==> config.mk <==
export PLATFORM = sky130hd
export DESIGN_NAME = ifetch_resp
export DESIGN_NICKNAME = d
export VERILOG_FILES = /design/src/rtl/ifetch_resp.sv
export SDC_FILE = /design/constraint.sdc
export NUM_CORES = 1
export LEC_CHECK = 0
export CAP_MARGIN = 20
export CORE_MARGIN = 2
export CORE_UTILIZATION = 50
export CTS_BUF_LIST = sky130_fd_sc_hd__clkbuf_2 sky130_fd_sc_hd__clkbuf_4 sky130_fd_sc_hd__clkbuf_8
export DETAILED_ROUTE_END_ITERATION = 7
export DONT_BUFFER_PORTS = 1
export SYNTH_ARGS = -nofsm -noshare
export SYNTH_HDL_FRONTEND = slang
export SYNTH_SLANG_ARGS = --single-unit
==> constraint.sdc <==
create_clock -name clk -period 1.9 [get_ports clk]
set_input_delay 0.19 -clock clk [delete_from_list [all_inputs] [get_ports clk]]
set_output_delay 0.19 -clock clk [all_outputs]
set_load 0.01 [all_outputs]
==> src/rtl/ifetch_resp.sv <==
// rtl/ifetch_resp.sv - instruction-fetch responder between the PC register and instruction memory
module ifetch_resp #(
    parameter int              XLEN      = 32,
    parameter logic [XLEN-1:0] NOP_INSTR = 32'h0000_0013,
    parameter int              TIMEOUT   = 64
) (
    input  logic            clk,
    input  logic            rst_n,
    input  logic [XLEN-1:0] pc,
    input  logic            req,
    input  logic            flush,
    input  logic            decode_stall,
    output logic            stall,
    output logic            mem_rd,
    output logic [XLEN-1:0] mem_addr,
    input  logic [XLEN-1:0] mem_rdata,
    input  logic            mem_ack,
    output logic [XLEN-1:0] instr,
    output logic [XLEN-1:0] instr_pc,
    output logic            instr_valid,
    output logic            instr_fault
);

    localparam int CW = $clog2(TIMEOUT);

    typedef enum logic [1:0] {
        S_IDLE  = 2'd0,
        S_WAIT  = 2'd1,
        S_VALID = 2'd2
    } state_t;

    state_t          state;
    state_t          state_n;
    logic            mem_rd_n;
    logic [XLEN-1:0] mem_addr_n;
    logic [XLEN-1:0] instr_n;
    logic [XLEN-1:0] instr_pc_n;
    logic            valid_n;
    logic            fault_n;
    logic            kill;
    logic            kill_n;
    logic [CW-1:0]   cnt;
    logic [CW-1:0]   cnt_n;
    logic            aligned;
    logic            timed_out;
    logic            do_issue;
    logic            do_fault;

    assign aligned   = (pc[1:0] == 2'b00);
    assign timed_out = (cnt == CW'(TIMEOUT - 1));

    always_comb begin
        state_n    = state;
        mem_rd_n   = mem_rd;
        mem_addr_n = mem_addr;
        instr_n    = instr;
        instr_pc_n = instr_pc;
        valid_n    = instr_valid;
        fault_n    = instr_fault;
        kill_n     = kill;
        cnt_n      = cnt;
        stall      = 1'b0;
        do_issue   = 1'b0;
        do_fault   = 1'b0;

        case (state)
            S_IDLE: begin
                stall = req && !flush;
                if (req && !flush) begin
                    do_issue = aligned;
                    do_fault = !aligned;
                end
            end
            S_WAIT: begin
                stall = 1'b1;
                cnt_n = cnt + CW'(1);
                if (flush) begin
                    kill_n = 1'b1;
                end
                // An ack in the timeout cycle still counts as a normal completion.
                if (mem_ack || timed_out) begin
                    mem_rd_n = 1'b0;
                    kill_n   = 1'b0;
                    if (kill || flush) begin
                        state_n = S_IDLE;
                    end else if (mem_ack) begin
                        state_n = S_VALID;
                        instr_n = mem_rdata;
                        fault_n = 1'b0;
                        valid_n = 1'b1;
                    end else begin
                        state_n = S_VALID;
                        instr_n = NOP_INSTR;
                        fault_n = 1'b1;
                        valid_n = 1'b1;
                    end
                end
            end
            S_VALID: begin
                stall = decode_stall;
                if (flush) begin
                    valid_n = 1'b0;
                    state_n = S_IDLE;
                end else if (!decode_stall) begin
                    if (req) begin
                        do_issue = aligned;
                        do_fault = !aligned;
                    end else begin
                        valid_n = 1'b0;
                        state_n = S_IDLE;
                    end
                end
            end
            default: begin
                state_n = S_IDLE;
            end
        endcase

        if (do_issue) begin
            state_n    = S_WAIT;
            mem_rd_n   = 1'b1;
            mem_addr_n = {pc[XLEN-1:2], 2'b00};
            instr_pc_n = pc;
            cnt_n      = '0;
            valid_n    = 1'b0;
        end
        // Misaligned pc never touches memory; decode receives a faulting NOP.
        if (do_fault) begin
            state_n    = S_VALID;
            instr_n    = NOP_INSTR;
            instr_pc_n = pc;
            fault_n    = 1'b1;
            valid_n    = 1'b1;
        end
    end

    always_ff @(posedge clk or negedge rst_n) begin
        if (!rst_n) begin
            state       <= S_IDLE;
            mem_rd      <= 1'b0;
            mem_addr    <= '0;
            instr       <= '0;
            instr_pc    <= '0;
            instr_valid <= 1'b0;
            instr_fault <= 1'b0;
            kill        <= 1'b0;
            cnt         <= '0;
        end else begin
            state       <= state_n;
            mem_rd      <= mem_rd_n;
            mem_addr    <= mem_addr_n;
            instr       <= instr_n;
            instr_pc    <= instr_pc_n;
            instr_valid <= valid_n;
            instr_fault <= fault_n;
            kill        <= kill_n;
            cnt         <= cnt_n;
        end
    end

endmodule

==> Yosys cells after proc, flatten, opt, wreduce, memory -nomap -nowiden <==
Cells that the tools add are included.
{ "word_totals": {"regBits": 106, "latchBits": 0, "ram_bits": 0, "romBits": 0, "in_bits": 70, "output_inout_bits": 100, "n_memories": 0} }
{ "op_classes": {"add_sub_neg": 1, "mul": 0, "n_div": 0, "n_lt_le_gt_ge": 0, "n_eq_ne": 9, "n_shift": 0, "n_mux": 46, "bitwise_logic": 0, "reduce_logical": 19} }
{ "ops": {"columns": ["op", "n"], "rows": [
  ["2-to-1 mux 32 bit", 7],
  ["2-to-1 mux 1 bit", 25],
  ["2-to-1 mux 2 bit", 7],
  ["2-to-1 mux 6 bit", 2],
  ["nonzero test 2 bit", 6],
  ["inequality test 5 bit, second input constant", 2],
  ["inequality test 4 bit, second input constant", 2],
  ["adder 6 x 1 -> 6 bit, second input constant", 1],
  ["equality test 6 bit, second input constant", 1],
  ["one-hot mux 1 bit (2 select lines)", 3],
  ["one-hot mux 2 bit (3 select lines)", 1],
  ["AND reduction 5 bit", 1],
  ["zero test 2 bit", 2],
  ["AND reduction 2 bit", 2],
  ["AND reduction 4 bit", 1],
  ["nonzero test 4 bit", 1],
  ["inequality test 3 bit, second input constant", 1],
  ["one-hot mux 1 bit (3 select lines)", 1],
  ["AND reduction 3 bit", 1],
  ["equality test 2 x 1 -> 1 bit, second input constant", 1],
  ["equality test 2 bit, second input constant", 1],
  ["zero test 1 bit", 2],
  ["logical OR 1 bit", 2],
  ["inequality test 2 bit, second input constant", 1],
  ["logical AND 1 bit", 1]
]} }

==> Longest topological paths before layout <==
{ "depth": {"ltp_word": 8, "ltp_mapped": 9, "mapped_depth_nobuf": 7} }

==> Worst setup path after synthesis <==
No wires, ideal clock.
{ "synth_path": {"path_kind": "register to register", "startpoint": "register state[0]", "endpoint": "register instr_pc[0]", "setup_ns": 0.125, "arrival_ns": 1.619, "t_required_ns": 1.775, "path_slack_ns": 0.156, "stages_incl_launch_ff": 8, "path_buffers": 2, "period_less_slack_ns": 1.744, "cell_sequence": "dfrtp_1 -> inv_1 -> ha_1 -> nor2b_1 -> o21ai_2 -> buf_4 -> buf_4 -> mux2_2"} }
{ "synth_via": {"elab_chain_len": 3, "word_cells_on_any_way": 6} }
{ "synth_rtl": {"columns": ["element", "line_no", "rtl"], "rows": [
  ["from (decl)", "32", "state_t state;"],
  ["from (signal assigned)", "149", "state <= state_n;"],
  ["equality test 2 bit or zero test 2 bit (tied branches)", "66", "case (state)"],
  ["one-hot mux 1 bit (2 select lines)", "66", null],
  ["2-to-1 mux 32 bit or nonzero test 2 bit (tied branches)", null, null],
  ["to (signal assigned)", "153", "instr_pc <= instr_pc_n;"],
  ["to (decl)", "19", "output logic [XLEN-1:0] instr_pc,"]
]} }
Several ways; a longest one is shown, not always the timed one.
A chain may end at the register's enable or synchronous reset.

==> Worst setup path after layout <==
{ "layout_path": {"startpoint": "register state[0]", "endpoint": "register state[1]"} }
{ "layout_via": {"elab_chain_len": 4, "word_cells_on_any_way": 13} }
{ "layout_rtl": {"columns": ["element", "line_no"], "rows": [
  ["equality test 2 bit, or another cell as far along", "66"],
  ["one-hot mux 1 bit (2 select lines) or one-hot mux 2 bit (3 select lines) (tied branches)", "66"],
  ["inequality test 5 bit (no line), or another cell as far along", null],
  ["AND reduction 4 bit (no line) or 2-to-1 mux 2 bit (tied branches)", null]
]} }
Several ways; a longest one is shown, not always the timed one.

==> results.tsv <==
stage	metric	value	unit
drt	firstDrtPassIters	4	
floorplanning	fp.coreArea	8130	µm²
logic_synthesis	synth-simple-area-share	0.117	
finish	n_fill_cell	634	
pwr	ir_drop	0.768	mV
global_route	grt_overflow_total	0	
cts	clk_pin_slew	0.11	ns
drt	finalWirelength	9.54	mm
critical_path	cp.arrival	2.08	ns
logic_synthesis	synth_mux_area_frac	0.0939	
critical_path	critPathKind	flop to flop	
critical_path	slowest_delay	0.39	ns
logic_synthesis	synth_fa_ha_area_frac	0.0150	
pwr	p_per_area	1310	nW/µm²
timing	setup_slack	0.0743	ns
placed_design	post-dp-hpwl	5.95	mm
placed_design	numPortBuffers	0	
critical_path	critPathSlowestCell	dfrtp_1	
cts	cts_hold_buf	65	
floorplanning	rows	33	
floorplanning	die_x	95.3	µm
logic_synthesis	syn_avg_cell_area	12.1	µm²
critical_path	reg2reg_slack	0.07	ns
timing	clock.fmax	0.548	GHz
global_route	grt_pass1_vias	2841	
cts	htreeDepth	3	
global_route	grt_max_degree	107	
placed_design	placedInstanceArea	4340	µm²
cts	clockBufferDepth	2	
placed_design	place_ws	-0.0111	ns
min_path	holdCritPathClass	input port to asynchronous set/reset pin	
floorplanning	die_h	95.3	µm
finish	antenna_cells	0	
critical_path	cp_max_fo	3	
finish	final_nets	491	
logic_synthesis	yosysUniqueCellTypes	34	
floorplanning	dieArea	9090	µm²
finish	final_area	5210	µm²
logic_synthesis	yosysWarnings	0	
finish	areaGrowthSynthToFinish	24.8	%
logic_synthesis	yosys-top-cells-area	dfrtp_1 64%, mux2_2 8.6%, nand2_1 8.6%	
cts	cts_tree	done	
drt	ant_nets	0	
finish	final_util	0.640	
timing	setup_viol	0	
drt	drc_errors	0	
floorplanning	initial_core_util	0.513	
timing	fin_crit_sh	0.961	
timing	whs	-0.496	ns
outcome	violations	negative hold slack	
timing	drv_slew	0	
flow_run	cap_violations	0	
finish	layout_commonest_cell	dfrtp_1	
timing	finalHoldViolCount	106	
cts	cts_made_buffers	9	
timing	tns	0	ns
drt	viasPerCell	5.33	
drt	drt_iter0_drc	96	
cts	insertion_delay	0.37	ns
logic_synthesis	synth-seq-area-share	0.636	
floorplanning	ioPinCount	170	
finish	most-common-layout-cells	106 x dfrtp_1, 96 x nand2_1, 65 x dlygate4sd3_1	
global_route	track_usage	0.208	
logic_synthesis	ys_ff_latch	106	
timing	post-route-min-period	1.83	ns
critical_path	r2r_start	state[0]$_DFFE_PN0P_	
placed_design	place.gp.congestion	0.781	
critical_path	reg2reg_to	state[1]$_DFFE_PN0P_	
drt	num_vias	2801	
cts	cts.root.buffer_cell	clkbuf_8	
finish	drive_above_1_share	0.164	
outcome	outcome	complete, but fails checks	
logic_synthesis	yosysTopAreaCell	dfrtp_1	
critical_path	cp-start-kind	flop	
finish	final_cells	526	
critical_path	cp_num_buf_inv	2	
timing	fin_skew	0.0114	ns
critical_path	required	2.15	ns
cts	clock-sinks	106	
critical_path	cp_top_family	compound AO/OA/AOI/OAI gates	
logic_synthesis	synth_top_family_by_area	simple AND/OR/NAND/NOR gates	
logic_synthesis	syn_area	4170	µm²
logic_synthesis	synth_xor_area_frac	0.0105	
drt	routedWlPerCell	18.1	µm
timing	rsz0062_at_grt	true	
logic_synthesis	synth_cells	346	
critical_path	critPathCaptureType	flop	
logic_synthesis	synth-compound-area-share	0.0927	
global_route	antenna_found_initial	0	
logic_synthesis	synth.top_cell.area_share	0.636	
pwr	leakagePower	2.45	nW
critical_path	path_cells	inv_1, ha_1, buf_4, nand2_1, o22ai_2, o21ai_1, o211a_1, mux2_1	
critical_path	rr_worst_depth	8	
global_route	grt_pass1_wl	14.4	mm
placed_design	placed_cells	444	
## worst max path at each step
stage,start,to,slack [ns],depth (start not counted)
after floorplan,state[0]$_DFFE_PN0P_,instr_pc[0]$_DFFE_PN0P_,0.16,7
after global placement,state[0]$_DFFE_PN0P_,instr_pc[15]$_DFFE_PN0P_,0.05,6
after detailed placement,state[0]$_DFFE_PN0P_,instr_pc[30]$_DFFE_PN0P_,-0.01,6
after CTS,state[0]$_DFFE_PN0P_,instr_pc[14]$_DFFE_PN0P_,0.03,6
after global routing,state[0]$_DFFE_PN0P_,state[1]$_DFFE_PN0P_,-0.03,8
final,state[0]$_DFFE_PN0P_,state[1]$_DFFE_PN0P_,0.07,8
## what timing repair did
| action | CTS | global route |
|---|---|---|
| pin swaps | 0 | 1 |
| resized for setup | 2 | 5 |
| cloned | 0 | 1 |
| hold endpoints to repair | 201 | 106 |
| setup buffers | 0 | 0 |
| setup endpoints to repair | 17 | 90 |
## Yosys cell counts, drive strengths merged
library cell	count
o211a	1
o2111a	1
o21ai	5
a22o	29
o22a	4
ha	5
o2111ai	1
nand2b	2
conb	1
xnor2	2
buf	20
mux2i	2
a21oi	4
nor2	14
mux2	33
a31oi	1
dfrtp	106
and2	1
nor3	2
nand4	2
nand2	96
and3	1
nor2b	2
nand3	1
xor2	3
inv	5
o22ai	2
## layout make-up
type                       count  area, µm²  share of cell area
inverter                       5       18.8             0.00360
sequential                   106       2650               0.509
clock inverter                 6       48.8             0.00937
timing repair buffer          77        795               0.153
tap                          105        131              0.0252
multi-input combinational    217       1430               0.275
clock buffer                  10        131              0.0252
## layer usage
layer,track usage,up-vias,wire [µm]
li1,-,1297,-
met1,0.271,1382,3910
met2,0.330,112,4730
met3,0.0696,10,751
met4,0.0700,0,148
met5,0,-,0
## registers in the layout, indices dropped and copies added (netlist names)
signal       flops
cnt              6
instr_valid      1
instr_pc        32
instr           32
instr_fault      1
state            2
mem_rd           1
mem_addr        30
kill             1
## per-stage QoR
step           total power [mW]  hold WS [ns]
2_1_floorplan              4.99        -0.106
3_5_place_dp               5.45        -0.103
5_1_grt                    7.28        -0.530
6_report                   6.84        -0.496
4_1_cts                    6.88        -0.515
3_3_place_gp               5.38        -0.103
## logic make-up (layout without fill, tap and decap cells)
family	after synthesis	count (layout)
AOI/OAI and AO/OA	48	49
and+or+nand+nor	121	121
muxes	35	35
buffers and inverters	25	98
adders and majority gates	5	5
other	1	2
xor gates and xnor gates	5	5
DFF	106	106
## report_power, final
part           switching, mW  leakage [nW]  internal, mW  total [mW]
registers               1.01          1.33          3.09        4.10
logic                  0.633          1.03         0.811        1.44
clock network          0.792        0.0886         0.509        1.30
total                   2.43          2.45          4.41        6.84
Note: power is estimated with default switching activity, not from simulation.
